==> config.mk <==
export PLATFORM = sky130hd
export DESIGN_NAME = conv_sequencer_flat
export DESIGN_NICKNAME = d
export VERILOG_FILES = /design/src/rtl/conv_seq_pkg.sv /design/src/rtl/conv_sequencer_if.sv /design/src/rtl/conv_seq_addr_gen.sv /design/src/rtl/conv_sequencer.sv /design/src/flat_wrapper.sv
export SDC_FILE = /design/constraint.sdc
export NUM_CORES = 1
export LEC_CHECK = 0
export CELL_PAD_IN_SITES_DETAIL_PLACEMENT = 0
export CELL_PAD_IN_SITES_GLOBAL_PLACEMENT = 2
export CORE_MARGIN = 2
export CORE_UTILIZATION = 20
export CTS_CLUSTER_DIAMETER = 50
export CTS_CLUSTER_SIZE = 25
export DETAILED_ROUTE_END_ITERATION = 7
export PLACE_DENSITY_LB_ADDON = 0.08
export SYNTH_ARGS = -nofsm -noshare
export SYNTH_HDL_FRONTEND = slang
export SYNTH_SLANG_ARGS = --single-unit
==> constraint.sdc <==
create_clock -name clk -period 2.5 [get_ports clk]
set_clock_uncertainty 0.05 [all_clocks]
set_input_delay 0.25 -clock clk [delete_from_list [all_inputs] [get_ports clk]]
set_output_delay 0.25 -clock clk [all_outputs]
set_load 0.005 [all_outputs]
==> src/rtl/conv_seq_pkg.sv <==
// Shared widths, state encoding and constants for the convolution sequencer.
// The address widths match the input, filter and output RAM depths.
package conv_seq_pkg;

  localparam int DATA_W = 16;
  localparam int DIM_AW = 9;
  localparam int BVM_AW = 10;
  localparam int DOM_AW = 3;

  localparam logic [DATA_W-1:0] TIMEOUT_FILL = 16'h8000;

  typedef enum logic [2:0] {
    IDLE,
    ISSUE,
    WAIT_RES,
    WRITE,
    DONE
  } seq_state_t;

endpackage

==> src/rtl/conv_sequencer_if.sv <==
// RAM, MAC and control signals of the convolution sequencer.
// The master modport is the sequencer side; the slave modport is the environment.
interface conv_sequencer_if;
  import conv_seq_pkg::*;

  logic              xxx__dut__go;
  logic              dut__xxx__finish;
  logic              dut__xxx__error;

  logic [DIM_AW-1:0] dut__dim__address;
  logic              dut__dim__enable;
  logic              dut__dim__write;
  logic [DATA_W-1:0] dut__dim__data;
  logic [DATA_W-1:0] dim__dut__data;

  logic [BVM_AW-1:0] dut__bvm__address;
  logic              dut__bvm__enable;
  logic              dut__bvm__write;
  logic [DATA_W-1:0] dut__bvm__data;
  logic [DATA_W-1:0] bvm__dut__data;

  logic [DOM_AW-1:0] dut__dom__address;
  logic [DATA_W-1:0] dut__dom__data;
  logic              dut__dom__enable;
  logic              dut__dom__write;

  logic              seq__mac__valid;
  logic              seq__mac__first;
  logic              seq__mac__last;
  logic [DATA_W-1:0] seq__mac__z;
  logic [DATA_W-1:0] seq__mac__m;
  logic [DATA_W-1:0] mac__seq__result;
  logic              mac__seq__result_valid;

  modport master (
    input  xxx__dut__go, dim__dut__data, bvm__dut__data,
           mac__seq__result, mac__seq__result_valid,
    output dut__xxx__finish, dut__xxx__error,
           dut__dim__address, dut__dim__enable, dut__dim__write, dut__dim__data,
           dut__bvm__address, dut__bvm__enable, dut__bvm__write, dut__bvm__data,
           dut__dom__address, dut__dom__data, dut__dom__enable, dut__dom__write,
           seq__mac__valid, seq__mac__first, seq__mac__last,
           seq__mac__z, seq__mac__m
  );

  modport slave (
    output xxx__dut__go, dim__dut__data, bvm__dut__data,
           mac__seq__result, mac__seq__result_valid,
    input  dut__xxx__finish, dut__xxx__error,
           dut__dim__address, dut__dim__enable, dut__dim__write, dut__dim__data,
           dut__bvm__address, dut__bvm__enable, dut__bvm__write, dut__bvm__data,
           dut__dom__address, dut__dom__data, dut__dom__enable, dut__dom__write,
           seq__mac__valid, seq__mac__first, seq__mac__last,
           seq__mac__z, seq__mac__m
  );

endinterface

==> src/rtl/conv_seq_addr_gen.sv <==
// Element (e) and output (k) counters with base+offset RAM address arithmetic.
// Addresses are formed at full integer width and truncated to the RAM width.
module conv_seq_addr_gen
  import conv_seq_pkg::*;
#(
  parameter int VEC_LEN     = 64,
  parameter int N_OUT       = 8,
  parameter int INPUT_BASE  = 0,
  parameter int FILTER_BASE = 0
) (
  input  logic              clk,
  input  logic              reset,
  input  logic              clr,
  input  logic              e_step,
  input  logic              k_step,
  output logic              e_first,
  output logic              e_last,
  output logic              k_last,
  output logic [DOM_AW-1:0] k_addr,
  output logic [DIM_AW-1:0] dim_addr,
  output logic [BVM_AW-1:0] bvm_addr
);

  localparam int EW = 6;

  logic [EW-1:0]     e_p0;
  logic [DOM_AW-1:0] k_p0;

  always_ff @(posedge clk or negedge reset) begin
    if (!reset) begin
      e_p0 <= '0;
      k_p0 <= '0;
    end else if (clr) begin
      e_p0 <= '0;
      k_p0 <= '0;
    end else begin
      if (e_step) e_p0 <= e_last ? '0 : e_p0 + EW'(1);
      if (k_step) k_p0 <= k_p0 + DOM_AW'(1);
    end
  end

  assign e_first  = (e_p0 == '0);
  assign e_last   = (e_p0 == EW'(VEC_LEN - 1));
  assign k_last   = (k_p0 == DOM_AW'(N_OUT - 1));
  assign k_addr   = k_p0;
  assign dim_addr = DIM_AW'(INPUT_BASE + int'(e_p0));
  assign bvm_addr = BVM_AW'(FILTER_BASE + int'(k_p0) * VEC_LEN + int'(e_p0));

endmodule

==> src/rtl/conv_sequencer.sv <==
// Convolution controller: streams input/filter RAM words to the MAC, one dot
// product per output, and writes each MAC result (or a timeout fill) to output RAM.
module conv_sequencer
  import conv_seq_pkg::*;
#(
  parameter int VEC_LEN        = 64,
  parameter int N_OUT          = 8,
  parameter int INPUT_BASE     = 0,
  parameter int FILTER_BASE    = 0,
  parameter int RESULT_TIMEOUT = 255
) (
  input logic              clk,
  input logic              reset,
  conv_sequencer_if.master bus
);

  seq_state_t        state_p0, state_nxt;
  logic              clr, e_step, k_step;
  logic              e_first, e_last, k_last;
  logic [DOM_AW-1:0] k_addr;
  logic [DIM_AW-1:0] dim_addr;
  logic [BVM_AW-1:0] bvm_addr;
  logic [15:0]       tmo_p0;
  logic              tmo_hit, issuing;
  logic              vld_p1, first_p1, last_p1;
  logic              error_p0;
  logic [DATA_W-1:0] res_p0;

  conv_seq_addr_gen #(
    .VEC_LEN    (VEC_LEN),
    .N_OUT      (N_OUT),
    .INPUT_BASE (INPUT_BASE),
    .FILTER_BASE(FILTER_BASE)
  ) u_addr_gen (
    .clk     (clk),
    .reset   (reset),
    .clr     (clr),
    .e_step  (e_step),
    .k_step  (k_step),
    .e_first (e_first),
    .e_last  (e_last),
    .k_last  (k_last),
    .k_addr  (k_addr),
    .dim_addr(dim_addr),
    .bvm_addr(bvm_addr)
  );

  assign issuing = (state_p0 == ISSUE);
  assign tmo_hit = (state_p0 == WAIT_RES) && (tmo_p0 == 16'(RESULT_TIMEOUT - 1));

  always_ff @(posedge clk or negedge reset) begin
    if (!reset) state_p0 <= IDLE;
    else        state_p0 <= state_nxt;
  end

  always_comb begin
    state_nxt = state_p0;
    clr       = 1'b0;
    e_step    = 1'b0;
    k_step    = 1'b0;
    case (state_p0)
      IDLE: begin
        if (bus.xxx__dut__go) begin
          state_nxt = ISSUE;
          clr       = 1'b1;
        end
      end
      ISSUE: begin
        e_step = 1'b1;
        if (e_last) state_nxt = WAIT_RES;
      end
      WAIT_RES: begin
        if (bus.mac__seq__result_valid || tmo_hit) state_nxt = WRITE;
      end
      WRITE: begin
        if (k_last) state_nxt = DONE;
        else begin
          k_step    = 1'b1;
          state_nxt = ISSUE;
        end
      end
      DONE:    state_nxt = IDLE;
      default: state_nxt = IDLE;
    endcase
  end

  // p0 -> p1: strobes lag the issued address by the RAM read latency
  always_ff @(posedge clk or negedge reset) begin
    if (!reset) begin
      tmo_p0   <= '0;
      error_p0 <= 1'b0;
      vld_p1   <= 1'b0;
      first_p1 <= 1'b0;
      last_p1  <= 1'b0;
    end else begin
      tmo_p0 <= (state_p0 == WAIT_RES) ? tmo_p0 + 16'd1 : '0;
      if (clr)
        error_p0 <= 1'b0;
      else if (tmo_hit && !bus.mac__seq__result_valid)
        error_p0 <= 1'b1;
      vld_p1   <= issuing;
      first_p1 <= issuing && e_first;
      last_p1  <= issuing && e_last;
    end
  end

  // A real result in the timeout cycle takes priority over the fill value
  always_ff @(posedge clk) begin
    if (state_p0 == WAIT_RES) begin
      if (bus.mac__seq__result_valid) res_p0 <= bus.mac__seq__result;
      else if (tmo_hit)               res_p0 <= TIMEOUT_FILL;
    end
  end

  assign bus.dut__dim__enable  = issuing;
  assign bus.dut__dim__address = issuing ? dim_addr : '0;
  assign bus.dut__dim__write   = 1'b0;
  assign bus.dut__dim__data    = '0;
  assign bus.dut__bvm__enable  = issuing;
  assign bus.dut__bvm__address = issuing ? bvm_addr : '0;
  assign bus.dut__bvm__write   = 1'b0;
  assign bus.dut__bvm__data    = '0;

  assign bus.dut__dom__enable  = (state_p0 == WRITE);
  assign bus.dut__dom__write   = (state_p0 == WRITE);
  assign bus.dut__dom__address = (state_p0 == WRITE) ? k_addr : '0;
  assign bus.dut__dom__data    = (state_p0 == WRITE) ? res_p0 : '0;

  assign bus.seq__mac__valid   = vld_p1;
  assign bus.seq__mac__first   = first_p1;
  assign bus.seq__mac__last    = last_p1;
  assign bus.seq__mac__z       = vld_p1 ? bus.dim__dut__data : '0;
  assign bus.seq__mac__m       = vld_p1 ? bus.bvm__dut__data : '0;

  assign bus.dut__xxx__finish  = (state_p0 == DONE);
  assign bus.dut__xxx__error   = error_p0;

endmodule

==> src/flat_wrapper.sv <==
// flat-port wrapper written by rule: the top's interface ports become plain ports
module conv_sequencer_flat import conv_seq_pkg::*;
#(
  parameter int VEC_LEN        = 64,
  parameter int N_OUT          = 8,
  parameter int INPUT_BASE     = 0,
  parameter int FILTER_BASE    = 0,
  parameter int RESULT_TIMEOUT = 255
)
  (clk, reset, bus_xxx__dut__go, bus_dim__dut__data, bus_bvm__dut__data, bus_mac__seq__result, bus_mac__seq__result_valid, bus_dut__xxx__finish, bus_dut__xxx__error, bus_dut__dim__address, bus_dut__dim__enable, bus_dut__dim__write, bus_dut__dim__data, bus_dut__bvm__address, bus_dut__bvm__enable, bus_dut__bvm__write, bus_dut__bvm__data, bus_dut__dom__address, bus_dut__dom__data, bus_dut__dom__enable, bus_dut__dom__write, bus_seq__mac__valid, bus_seq__mac__first, bus_seq__mac__last, bus_seq__mac__z, bus_seq__mac__m);
  conv_sequencer_if bus_i ();
  input logic clk;
  input logic reset;
  input wire logic [$bits(bus_i.xxx__dut__go)-1:0] bus_xxx__dut__go;
  input wire logic [$bits(bus_i.dim__dut__data)-1:0] bus_dim__dut__data;
  input wire logic [$bits(bus_i.bvm__dut__data)-1:0] bus_bvm__dut__data;
  input wire logic [$bits(bus_i.mac__seq__result)-1:0] bus_mac__seq__result;
  input wire logic [$bits(bus_i.mac__seq__result_valid)-1:0] bus_mac__seq__result_valid;
  output wire logic [$bits(bus_i.dut__xxx__finish)-1:0] bus_dut__xxx__finish;
  output wire logic [$bits(bus_i.dut__xxx__error)-1:0] bus_dut__xxx__error;
  output wire logic [$bits(bus_i.dut__dim__address)-1:0] bus_dut__dim__address;
  output wire logic [$bits(bus_i.dut__dim__enable)-1:0] bus_dut__dim__enable;
  output wire logic [$bits(bus_i.dut__dim__write)-1:0] bus_dut__dim__write;
  output wire logic [$bits(bus_i.dut__dim__data)-1:0] bus_dut__dim__data;
  output wire logic [$bits(bus_i.dut__bvm__address)-1:0] bus_dut__bvm__address;
  output wire logic [$bits(bus_i.dut__bvm__enable)-1:0] bus_dut__bvm__enable;
  output wire logic [$bits(bus_i.dut__bvm__write)-1:0] bus_dut__bvm__write;
  output wire logic [$bits(bus_i.dut__bvm__data)-1:0] bus_dut__bvm__data;
  output wire logic [$bits(bus_i.dut__dom__address)-1:0] bus_dut__dom__address;
  output wire logic [$bits(bus_i.dut__dom__data)-1:0] bus_dut__dom__data;
  output wire logic [$bits(bus_i.dut__dom__enable)-1:0] bus_dut__dom__enable;
  output wire logic [$bits(bus_i.dut__dom__write)-1:0] bus_dut__dom__write;
  output wire logic [$bits(bus_i.seq__mac__valid)-1:0] bus_seq__mac__valid;
  output wire logic [$bits(bus_i.seq__mac__first)-1:0] bus_seq__mac__first;
  output wire logic [$bits(bus_i.seq__mac__last)-1:0] bus_seq__mac__last;
  output wire logic [$bits(bus_i.seq__mac__z)-1:0] bus_seq__mac__z;
  output wire logic [$bits(bus_i.seq__mac__m)-1:0] bus_seq__mac__m;
  assign bus_i.xxx__dut__go = bus_xxx__dut__go;
  assign bus_i.dim__dut__data = bus_dim__dut__data;
  assign bus_i.bvm__dut__data = bus_bvm__dut__data;
  assign bus_i.mac__seq__result = bus_mac__seq__result;
  assign bus_i.mac__seq__result_valid = bus_mac__seq__result_valid;
  assign bus_dut__xxx__finish = bus_i.dut__xxx__finish;
  assign bus_dut__xxx__error = bus_i.dut__xxx__error;
  assign bus_dut__dim__address = bus_i.dut__dim__address;
  assign bus_dut__dim__enable = bus_i.dut__dim__enable;
  assign bus_dut__dim__write = bus_i.dut__dim__write;
  assign bus_dut__dim__data = bus_i.dut__dim__data;
  assign bus_dut__bvm__address = bus_i.dut__bvm__address;
  assign bus_dut__bvm__enable = bus_i.dut__bvm__enable;
  assign bus_dut__bvm__write = bus_i.dut__bvm__write;
  assign bus_dut__bvm__data = bus_i.dut__bvm__data;
  assign bus_dut__dom__address = bus_i.dut__dom__address;
  assign bus_dut__dom__data = bus_i.dut__dom__data;
  assign bus_dut__dom__enable = bus_i.dut__dom__enable;
  assign bus_dut__dom__write = bus_i.dut__dom__write;
  assign bus_seq__mac__valid = bus_i.seq__mac__valid;
  assign bus_seq__mac__first = bus_i.seq__mac__first;
  assign bus_seq__mac__last = bus_i.seq__mac__last;
  assign bus_seq__mac__z = bus_i.seq__mac__z;
  assign bus_seq__mac__m = bus_i.seq__mac__m;
  conv_sequencer #(.VEC_LEN(VEC_LEN), .N_OUT(N_OUT), .INPUT_BASE(INPUT_BASE), .FILTER_BASE(FILTER_BASE), .RESULT_TIMEOUT(RESULT_TIMEOUT)) u_core (.clk(clk), .reset(reset), .bus(bus_i));
endmodule
==> metrics.md, run 1 <==
| Metric | Value |
|---|---|
| Detailed Place HPWL | 6.292 mm |
| Number of enable-type register cells in the synthesized netlist | 16 |
| Die Outline Area | 16090 sq um |
| Final net count | just under 500 |
| Final weighted congestion in routability-driven placement | 0.6820 |
| Area leader, netlist | dfrtp_1 |
| Rows | between 40 and 50 |
| Antenna violations before repair | 0 |
| Slowest cell delay on critical path | 0.52 ns |
| Final Max Tran Viols | 0 |
| Minimum clock period after layout | 2.325 ns |
| Area growth from synthesis to layout | 47.84% |
| Setup repair after global routing missed its margin | no |
| Hold Path Class | in -> async |
| Avg Synthesized Cell Area | between 9 and 10 sq um |
| Number of global-route vias before repair | ~2400 |
| First-pass iteration count of the detailed router | 4 |
| Register-to-register setup slack | 0.55 ns |
| Routed WL per cell | around 13 um |
| Warnings, synthesis | 0 |
| Critical register-to-register path endpoint | u_core.res_p0[7] |
| Power density of the placed cells | around 620 nW/um^2 |
| Layout filler cell count | roughly 1500 |
| Port Buf Inserts | around 130 |
| Headroom to the max-slew limit | 0.6671 |
| Final clock period utilization by the worst path | 0.9298 |
| Async set-reset flop share out of synthesis | 0.6667 |
| TritonCTS clock tree | done |
| RR Startpoint | u_core.tmo_p0[0] |
| Worst-path cell with the longest stage delay | clkdlybuf4s50_1 |
| Worst setup slack before clock tree synthesis | about 0.29 ns |
| Kind of capture point of the worst setup path | output port |
| Number of H-tree branching levels | 2 |
| Status | complete, no violations |
| Number of storage elements in the synthesis netlist | 48 |
| Maximum clock path buffer count | 2 |
| Fraction of power consumed by sequential logic | 0.364 |
| Sequential cell area fraction in the yosys report | 0.4245 |
| Dominant cells by area after synthesis | dfrtp_1, edfxtp_1, and2_1 |
| Tightest Pin Transition | a little under 0.5 ns |
| First DRT Iteration DRCs | 82 |
| Most numerous cell types in the synthesized netlist | and2_1, buf_4, dfrtp_1 |
| Post-route DRC violation count | 0 |
| Clock root buffer | clkbuf_16 |
| Number of buffers created by CTS | 5 |
| Worst supply voltage drop on vdd | about 0.27 mV |
| Routed wire length | 8.374 mm |
| Most used standard cell by instance count after synthesis | and2_1 |
| Vias | about 2500 |
| Quantity of hold-fixing buffers added after cts | 0 |
| Hold Vio Cnt, Final | 0 |
| Detailed-route vias per instance | between 4 and 5 |
| Required time at the worst-slack endpoint | roughly 2.2 ns |
| Type of origin of the critical path | flip-flop |
| Worst hold slack after final layout | between 0.3 and 0.4 ns |
| Clock sink count | 48 |
| Max Fanout on Critical Path | 13 |
| Initial Utilization | 0.2061 |
| Clock network latency to the later pin of the worst-skew pair | 0.29 ns |
| Core box area | approximately 15000 sq um |
| Final global-route overflow total | 0 |
| Setup violations, final | 0 |
| Achievable clock frequency | ~430 MHz |
| Logic pwr share | 0.392 |
| Layout cell share with drive strength beyond 1 | 0.05479 |
| Largest net degree at the start of global routing | 34 |
| Switching Power | 806.4 uW |
| Arrival time of the worst setup path | just over 2 ns |
| Setup fix buffers added after clock tree synthesis | 0 |
| Top-area cell type share of the netlist area | 0.2653 |
| Detail Route met3 WL | roughly 630 um |
| Number of antenna-violating nets in the routed design | 0 |
| Total routing usage reported by global routing | 0.1022 |
| Number of diodes | 0 |
| Total negative slack | 0 ns |
| Vertical extent of the die | between 100 and 150 um |
| Clk pwr share | 0.244 |
| Wire length of the first global-routing pass | approximately 13 mm |
| Internal Dissipation | 1940 uW |
| Highest signal layer in the routed design | met4 |
| Count of distinct cell types in the synthesized netlist | between 40 and 50 |
| Share of total power consumed by net switching | 0.2936 |
| Synthesized netlist cell count | 316 |
| Count of pins on the block boundary | approximately 170 |
| Max capacitance violation total | 0 |
| Met1 Routed Length | approximately 3.3 mm |
| Cell depth of the worst flop-to-flop path | 6 |
| Setup slack of the critical path after layout | roughly 0.18 ns |
| Netlist area before placement | approximately 3000 sq um |
| Most frequently used flop master after synthesis | dfrtp_1 |
| Die extent in x | ~130 um |
| Post-CTS clock slew at the launch and capture registers of the worst setup and hold paths | around 0.07 ns |
| Leakage | ~0.0017 uW |
| Crit-path cells | or3b_4 > clkinvlp_4 > and2_1 > clkdlybuf4s50_1 |
| Total met2 wirelength after detailed routing | 4.298 mm |
| Critical path type | reg -> out |
[power by group through the flow]
stage / Combinational, uW / Sequential [uW] / Clock, uW
6_report: 1080 / 999 / 670
2_1_floorplan: 561 / 988 / 0
5_1_grt: 1190 / 1020 / 726
3_5_place_dp: 1100 / 1020 / 0
4_1_cts: 1110 / 1000 / 706
3_3_place_gp: 1110 / 1020 / 0
[worst max path at each step]
stage,from,slack [ns],depth (start not counted),to
after floorplan,u_core.tmo_p0[2],0.15,4,u_core.res_p0[0]
after global placement,u_core.state_p0[2],0.31,4,bus_dut__dim__address[4]
after detailed placement,u_core.state_p0[2],0.29,4,bus_dut__dim__address[4]
after CTS,u_core.state_p0[2],0.13,4,bus_dut__dim__address[4]
after global routing,u_core.state_p0[2],0.05,4,bus_dut__dim__address[4]
final,u_core.state_p0[2],0.18,4,bus_dut__dim__address[4]
[sequential cells by signal, summed over array words and instances, names as in the netlist]
register                    flops
u_core.bus.dut__xxx__error      1
u_core.bus.seq__mac__first      1
u_core.u_addr_gen.e_p0          6
u_core.bus.seq__mac__valid      1
u_core.bus.seq__mac__last       1
u_core.tmo_p0                  16
u_core.state_p0                 3
u_core.u_addr_gen.k_addr        3
u_core.res_p0                  16
[kinds of logic (layout without fill, tap and decap cells)]
family / Yosys count / in the layout / synth area share
simple gates: 154 / 154 / 0.3047
buf+inv: 68 / 153 / 0.1484
flops: 48 / 48 / 0.4245
compound gates: 28 / 28 / 0.06094
mux: 8 / 8 / 0.02654
fa+ha+maj: 6 / 6 / 0.02487
xor+xnor: 3 / 3 / 0.008708
other cells: 1 / 38 / 0.001243
[critical path: cells and delay by family, from the launching register on]
kind / cells / cell delay (ns)
buffers and inverters: 2 / 0.75
flip-flops: 1 / 0.38
AND/OR/NAND/NOR: 2 / 0.61
[repair_timing]
action | 4_1_cts | 5_1_grt
gates resized for setup | 1 | 0
endpoints found under the hold margin | 0 | 0
setup endpoints to repair | 9 | 0
[cells in the final DEF, fill, tap and decap left out, types with 2 or more instances in the layout]
| cell type | count |
|---|---|
| a21o_1 | 2 |
| a21oi_1 | 8 |
| and2_1 | 74 |
| and4b_1 | 2 |
| buf_4 | 12 |
| clkbuf_16 | 5 |
| clkdlybuf4s50_1 | 126 |
| clkinvlp_4 | 2 |
| conb_1 | 38 |
| dfrtp_1 | 32 |
| edfxtp_1 | 16 |
| ha_1 | 6 |
| inv_1 | 6 |
| mux2i_1 | 8 |
| nand2_1 | 20 |
| nand2b_1 | 9 |
| nand3_1 | 10 |
| nand4_1 | 4 |
| nand4b_1 | 2 |
| nor2_1 | 9 |
| nor3b_1 | 2 |
| nor4_1 | 6 |
| o211ai_1 | 2 |
| o21ai_0 | 7 |
| o31ai_1 | 3 |
| or3_1 | 4 |
| or4_1 | 2 |
| xor2_1 | 2 |
[layer usage]
layer,track usage,vias up
met1,0.1136,1176
met3,0.02741,6
met4,0.03103,0
met5,0,-
li1,-,1225
met2,0.1898,111
[cell type report]
type	count	area, sq um	area share
Clock buffer	6	128.9	0.02888
Clock inverter	2	12.51	0.002804
Inverter	7	30.03	0.006730
Multi-Input combinational cell	237	1428	0.3200
Sequential cell	48	1281	0.2872
Tap cell	184	230.2	0.05160
Timing Repair Buffer	138	1351	0.3029
[metrics by stage]
stage,power [uW],util,cells,area (sq um)
3_3_place_gp,2131,0.2948,614,4317
2_1_floorplan,1549,-,353,3157
4_1_cts,2812,0.3047,622,4462
5_1_grt,2945,0.3047,622,4462
3_5_place_dp,2118,0.2948,614,4317
6_report,2746,0.3047,622,4462
Power figures use the tool's default switching activity.
==> inputs of run 2 (changes only) <==
--- a/config.mk
+++ b/config.mk
@@ -13,6 +13,7 @@
 export CTS_CLUSTER_SIZE = 25
 export DETAILED_ROUTE_END_ITERATION = 7
 export PLACE_DENSITY_LB_ADDON = 0.08
+export SETUP_SLACK_MARGIN = 0.05
 export SYNTH_ARGS = -nofsm -noshare
 export SYNTH_HDL_FRONTEND = slang
 export SYNTH_SLANG_ARGS = --single-unit
==> run 2 against run 1 <==
  * Register-to-register slack about the same
  * First-iteration DRC count is 1.2% lower
  * Via count about the same
  * Highest routed layer unchanged
==> metrics.md, run 2 (synthesized netlist as in run 1, its figures left out) <==
| Metric | Value |
|---|---|
| Number of global-route vias before repair | 2395 (unchanged) |
| First-pass iteration count of the detailed router | 4 (unchanged) |
| Setup violations, final | 0 (unchanged) |
| Detailed-route vias per instance | 4.045 (was 4.048) |
| Post-Place Cells | 614 (unchanged) |
| Non-Filler Cell Area, Final | 4469 sq um (was 4462 sq um) |
| Arrival time of the worst setup path | 2.00 ns (was 2.02 ns) |
| Routed wire length | 8.380 mm (was 8.374 mm) |
| Worst supply voltage drop on vdd | 0.2695 mV (about the same) |
| Routed WL per cell | 13.45 um (was 13.46 um) |
| Die extent in x | 126.8 um (unchanged) |
| Setup repair after global routing missed its margin | no (unchanged) |
| Area growth from synthesis to layout | 48.09% (was 47.84%) |
| First DRT Iteration DRCs | 81 (was 82) |
| Post-Place Cell Area | 4317 sq um (unchanged) |
| Final net count | 496 (was 495) |
| Core box area | 14640 sq um (unchanged) |
| Post-route DRC violation count | 0 (unchanged) |
| Biggest registers after layout | u_core.res_p0 x16, u_core.tmo_p0 x16, u_core.u_addr_gen.e_p0 x6 (unchanged) |
| Post-CTS clock slew at the launch and capture registers of the worst setup and hold paths | 0.07 ns (about the same) |
| Final global-route overflow total | 0 (unchanged) |
| Die Outline Area | 16090 sq um (unchanged) |
| Final clock period utilization by the worst path | 0.9204 (was 0.9298) |
| Number of diodes | 0 (unchanged) |
| Headroom to the max-slew limit | 0.6692 (was 0.6671) |
| Max Fanout on Critical Path | 13 (unchanged) |
| Max capacitance violation total | 0 (unchanged) |
| Wire length of the first global-routing pass | 12.88 mm (unchanged) |
| Initial Utilization | 0.2061 (unchanged) |
| Count of pins on the block boundary | 165 (unchanged) |
| Vias | 2520 (was 2518) |
| Switching Power | 806.0 uW (was 806.4 uW) |
| Total negative slack | 0 ns (unchanged) |
| Tightest Pin Transition | 0.4894 ns (was 0.4925 ns) |
| TritonCTS clock tree | done (unchanged) |
| Detailed Place HPWL | 6.292 mm (unchanged) |
| Logic pwr share | 0.394 (was 0.392) |
| Final Max Tran Viols | 0 (unchanged) |
| Final Instance Count excl. Fillers | 623 (was 622) |
| Required time at the worst-slack endpoint | 2.20 ns (about the same) |
| Clock root buffer | clkbuf_16 (unchanged) |
| Number of antenna-violating nets in the routed design | 0 (unchanged) |
| Status | complete, no violations (unchanged) |
| Worst hold slack after final layout | 0.3218 ns (was 0.3225 ns) |
| Number of H-tree branching levels | 2 (unchanged) |
| Clock network latency to the later pin of the worst-skew pair | 0.29 ns (about the same) |
| Minimum clock period after layout | 2.301 ns (was 2.325 ns) |
| Type of origin of the critical path | flip-flop (unchanged) |
| Power Total | 2752 uW (was 2746 uW) |
| Commonest non-fill, non-tap cells in the layout | clkdlybuf4s50_1, and2_1, conb_1, dfrtp_1, nand2_1 (unchanged) |
| Port Buf Inserts | 126 (unchanged) |
| Antenna violations before repair | 0 (unchanged) |
| Maximum clock path buffer count | 2 (unchanged) |
| Leading cell type in the layout, fill and taps excluded | clkdlybuf4s50_1 (unchanged) |
| Kind of capture point of the worst setup path | output port (unchanged) |
| Critical path type | reg -> out (unchanged) |
| Power density of the placed cells | 615.7 nW/um^2 (was 615.6 nW/um^2) |
| Layout cell share with drive strength beyond 1 | 0.05695 (was 0.05479) |
| Rows | 44 (unchanged) |
| Leakage | 0.001749 uW (was 0.001745 uW) |
| Clk pwr share | 0.243 (was 0.244) |
| Layout filler cell count | 1535 (was 1537) |
| Share of total power consumed by net switching | 0.2929 (was 0.2936) |
| Hold Vio Cnt, Final | 0 (unchanged) |
| Hold Path Class | in -> async (unchanged) |
| Final weighted congestion in routability-driven placement | 0.6820 (unchanged) |
| Internal Dissipation | 1946 uW (was 1940 uW) |
| Clock sink count | 48 (unchanged) |
| Largest net degree at the start of global routing | 34 (unchanged) |
| Quantity of hold-fixing buffers added after cts | 0 (unchanged) |
| Total routing usage reported by global routing | 0.1022 (unchanged) |
| Fraction of power consumed by sequential logic | 0.363 (was 0.364) |
| Achievable clock frequency | 434.6 MHz (was 430.2 MHz) |
| Vertical extent of the die | 126.8 um (unchanged) |
| Number of buffers created by CTS | 5 (unchanged) |
run 2: final timing paths:
path,from,end,slack (ns),cells past startpoint
worst min register to register,u_core.bus.dut__xxx__error,u_core.bus.dut__xxx__error,0.43,2
worst min-delay path,reset,u_core.bus.dut__xxx__error,0.32,2
max in group asynchronous,reset,u_core.state_p0[0],1.76,2
worst max register to register,u_core.tmo_p0[0],u_core.res_p0[7],0.55,6
worst max-delay path,u_core.state_p0[2],bus_dut__dim__address[4],0.20,4
min in group clk,u_core.bus.dut__xxx__error,u_core.bus.dut__xxx__error,0.43,2
run 2: final cells by class:
class	instances	area (sq um)	share of cell area
Multi-Input combinational cell	237	1428	0.3194
Clock inverter	2	12.51	0.002800
Clock buffer	6	128.9	0.02884
Timing Repair Buffer	139	1359	0.3040
Sequential cell	48	1281	0.2867
Inverter	7	30.03	0.006719
Tap cell	184	230.2	0.05151
run 2: repair_timing:
action,4_1_cts,5_1_grt
resized for setup,1,0
hold endpoints to repair,0,0
setup endpoints to repair,11,1
buffers inserted,0,1
run 2: per-stage QoR:
step / worst slack (ns) / util
global route: 0.07041 / 0.3052
finish: 0.1989 / 0.3052
global placement: 0.3063 / 0.2948
floorplan: 0.1532 / -
CTS: 0.1339 / 0.3047
detailed placement: 0.2863 / 0.2948
run 2: worst max-delay path, stage by stage, from the launching register on:
cell and delay [ns]:
dfrtp_1 0.38, or3b_4 0.42, clkinvlp_4 0.22, and2_1 0.18, clkdlybuf4s50_1 0.52
run 2: power groups by stage:
stage / registers, uW / clock network, uW / logic, uW
detailed placement: 1020 / 0 / 1100
floorplan: 988 / 0 / 561
finish: 998 / 670 / 1080
global route: 1020 / 726 / 1200
global placement: 1020 / 0 / 1110
CTS: 1000 / 706 / 1110
run 2: routing by layer:
layer  GRT usage  vias to the layer above  part of all wire
li1            -                     1227                 -
met1      0.1136                     1173              0.39
met2      0.1898                      114              0.52
met3     0.02741                        6             0.076
met4     0.03103                        0             0.013
met5           0                        -                 0
==> inputs of run 3 (changes only) <==
--- a/config.mk
+++ b/config.mk
@@ -5,6 +5,7 @@
 export SDC_FILE = /design/constraint.sdc
 export NUM_CORES = 1
 export LEC_CHECK = 0
+export CAP_MARGIN = 30
 export CELL_PAD_IN_SITES_DETAIL_PLACEMENT = 0
 export CELL_PAD_IN_SITES_GLOBAL_PLACEMENT = 2
 export CORE_MARGIN = 2
@@ -12,6 +13,7 @@
 export CTS_CLUSTER_DIAMETER = 50
 export CTS_CLUSTER_SIZE = 25
 export DETAILED_ROUTE_END_ITERATION = 7
+export MAX_ROUTING_LAYER = met4
 export PLACE_DENSITY_LB_ADDON = 0.08
 export SETUP_SLACK_MARGIN = 0.05
 export SYNTH_ARGS = -nofsm -noshare
==> run 3 against run 2 <==
  * Register-to-register slack about the same
  * Sequential share of layout area unchanged
  * Combinational power about the same
  * Via count decreased by 0.48%
  * Non-clock buffer count unchanged
  * Power about the same
  * Critical path type unchanged
==> metrics.md, run 3 (synthesized netlist as in run 1, its figures left out) <==
| Metric | Value |
|---|---|
| Status | complete, no violations (unchanged) |
| Kind of capture point of the worst setup path | output port (unchanged) |
| Layout filler cell count | 1535 (unchanged) |
| Worst supply voltage drop on vdd | 0.2695 mV (about the same) |
| Arrival time of the worst setup path | 2.01 ns (was 2.00 ns) |
| Storage cell area | 1281 sq um (unchanged) |
| Number of global-route vias before repair | 2387 (was 2395) |
| Leading cell type in the layout, fill and taps excluded | clkdlybuf4s50_1 (unchanged) |
| Final Max Tran Viols | 0 (unchanged) |
| Leakage | 0.001749 uW (unchanged) |
| Number of H-tree branching levels | 2 (unchanged) |
| TritonCTS clock tree | done (unchanged) |
| Achievable clock frequency | 433.7 MHz (was 434.6 MHz) |
| Max Fanout on Critical Path | 13 (unchanged) |
| Antenna violations before repair | 0 (unchanged) |
| Required time at the worst-slack endpoint | 2.20 ns (about the same) |
| First DRT Iteration DRCs | 76 (was 81) |
| Initial Utilization | 0.2061 (unchanged) |
| Port Buf Inserts | 126 (unchanged) |
| Headroom to the max-slew limit | 0.6661 (was 0.6692) |
| Minimum clock period after layout | 2.306 ns (was 2.301 ns) |
| Number of buffers created by CTS | 5 (unchanged) |
| Detailed Place HPWL | 6.292 mm (unchanged) |
| Maximum clock path buffer count | 2 (unchanged) |
| Post-CTS clock slew at the launch and capture registers of the worst setup and hold paths | 0.07 ns (about the same) |
| First-pass iteration count of the detailed router | 4 (unchanged) |
| Hold Path Class | in -> async (unchanged) |
| Cell depth of the worst flop-to-flop path | 6 (unchanged) |
| Clock sink count | 48 (unchanged) |
| Post-route DRC violation count | 0 (unchanged) |
| Number of antenna-violating nets in the routed design | 0 (unchanged) |
| CP Launch Point | u_core.state_p0[2] (unchanged) |
| RR Startpoint | u_core.tmo_p0[0] (unchanged) |
| Count of pins on the block boundary | 165 (unchanged) |
| Die Outline Area | 16090 sq um (unchanged) |
| Area used by multi-input combinational logic | 1428 sq um (unchanged) |
| Vertical extent of the die | 126.8 um (unchanged) |
| Type of origin of the critical path | flip-flop (unchanged) |
| Detailed-route vias per instance | 4.026 (was 4.045) |
| Max capacitance violation total | 0 (unchanged) |
| Wire length of the first global-routing pass | 12.90 mm (was 12.88 mm) |
| Biggest registers after layout | u_core.res_p0 x16, u_core.tmo_p0 x16, u_core.u_addr_gen.e_p0 x6 (unchanged) |
| Rows | 44 (unchanged) |
| Clock root buffer | clkbuf_16 (unchanged) |
| Number of diodes | 0 (unchanged) |
| Routed WL per cell | 13.43 um (was 13.45 um) |
| Routed wire length | 8.369 mm (was 8.380 mm) |
| Final weighted congestion in routability-driven placement | 0.6890 (was 0.6820) |
| Core box area | 14640 sq um (unchanged) |
| Total negative slack | 0 ns (unchanged) |
| Final clock period utilization by the worst path | 0.9223 (was 0.9204) |
| Clock network latency to the later pin of the worst-skew pair | 0.29 ns (about the same) |
| Setup violations, final | 0 (unchanged) |
| Area growth from synthesis to layout | 48.09% (unchanged) |
| Critical path type | reg -> out (unchanged) |
| Hold Vio Cnt, Final | 0 (unchanged) |
| Tightest Pin Transition | 0.4939 ns (was 0.4894 ns) |
| Power Total | 2753 uW (was 2752 uW) |
| Final net count | 496 (unchanged) |
| Commonest non-fill, non-tap cells in the layout | clkdlybuf4s50_1, and2_1, conb_1, dfrtp_1, nand2_1 (unchanged) |
| Setup repair after global routing missed its margin | no (unchanged) |
| Die extent in x | 126.8 um (unchanged) |
| Vias | 2508 (was 2520) |
| Total routing usage reported by global routing | 0.1054 (was 0.1022) |
| Layout cell share with drive strength beyond 1 | 0.05695 (unchanged) |
| Final design utilization | 0.3052 (unchanged) |
| Largest net degree at the start of global routing | 34 (unchanged) |
| Power density of the placed cells | 616.0 nW/um^2 (was 615.7 nW/um^2) |
| Final global-route overflow total | 0 (unchanged) |
run 3: cell counts in the layout (fill, tap and decap cells not counted):
No cell type changed its count.
run 3: final cells by class:
class / count / share of cell area
Tap cell: 184 / 0.05151
Multi-Input combinational cell: 237 / 0.3194
Inverter: 7 / 0.006719
Clock inverter: 2 / 0.002800
Timing Repair Buffer: 139 / 0.3040
Clock buffer: 6 / 0.02884
Sequential cell: 48 / 0.2867
run 3: layer usage:
layer / vias up / global-route usage / routed length, um
met2: 111 / 0.1894 / 4339
li1: 1228 / - / -
met5: - / - / 0
met3: 6 / 0.02741 / 632
met1: 1163 / 0.1144 / 3288
met4: 0 / 0.03103 / 109
run 3: worst max-delay path, stage by stage, from the launching register on:
cell             delay [ns]
dfrtp_1                0.38
or3b_4                 0.42
clkinvlp_4             0.22
and2_1                 0.18
clkdlybuf4s50_1        0.52
run 3: worst paths after layout:
| check | endpoint | slack, ns |
|---|---|---|
| max in group asynchronous | u_core.state_p0[0] | 1.77 |
| min in group clk | u_core.bus.dut__xxx__error | 0.43 |
| setup reg to reg | u_core.res_p0[7] | 0.56 |
| hold reg to reg | u_core.bus.dut__xxx__error | 0.43 |
| setup / recovery | bus_dut__dim__address[4] | 0.19 |
| hold / removal | u_core.bus.dut__xxx__error | 0.32 |
run 3: through the flow:
step | hold slack [ns] | setup WS [ns] | cell area, sq um | std cells
after floorplan | -0.09559 | 0.1532 | 3157 | 353
after global placement | 0.4153 | 0.3063 | 4317 | 614
after detailed placement | 0.4168 | 0.2863 | 4317 | 614
after CTS | 0.3367 | 0.1339 | 4462 | 622
after global routing | 0.3625 | 0.07055 | 4469 | 623
final | 0.3204 | 0.1943 | 4469 | 623
run 3: timing repair:
item | in CTS | in global routing
gates resized for setup | 1 | 0
setup buffers | 0 | 1
setup endpoints to repair | 11 | 1
hold buffers | 0 | 0
gates cloned | 0 | 0
run 3: power by group:
group          switching (uW)  internal, uW  total [uW]
Sequential                101           899        1000
Clock                     300           370         670
Combinational             407           677        1080
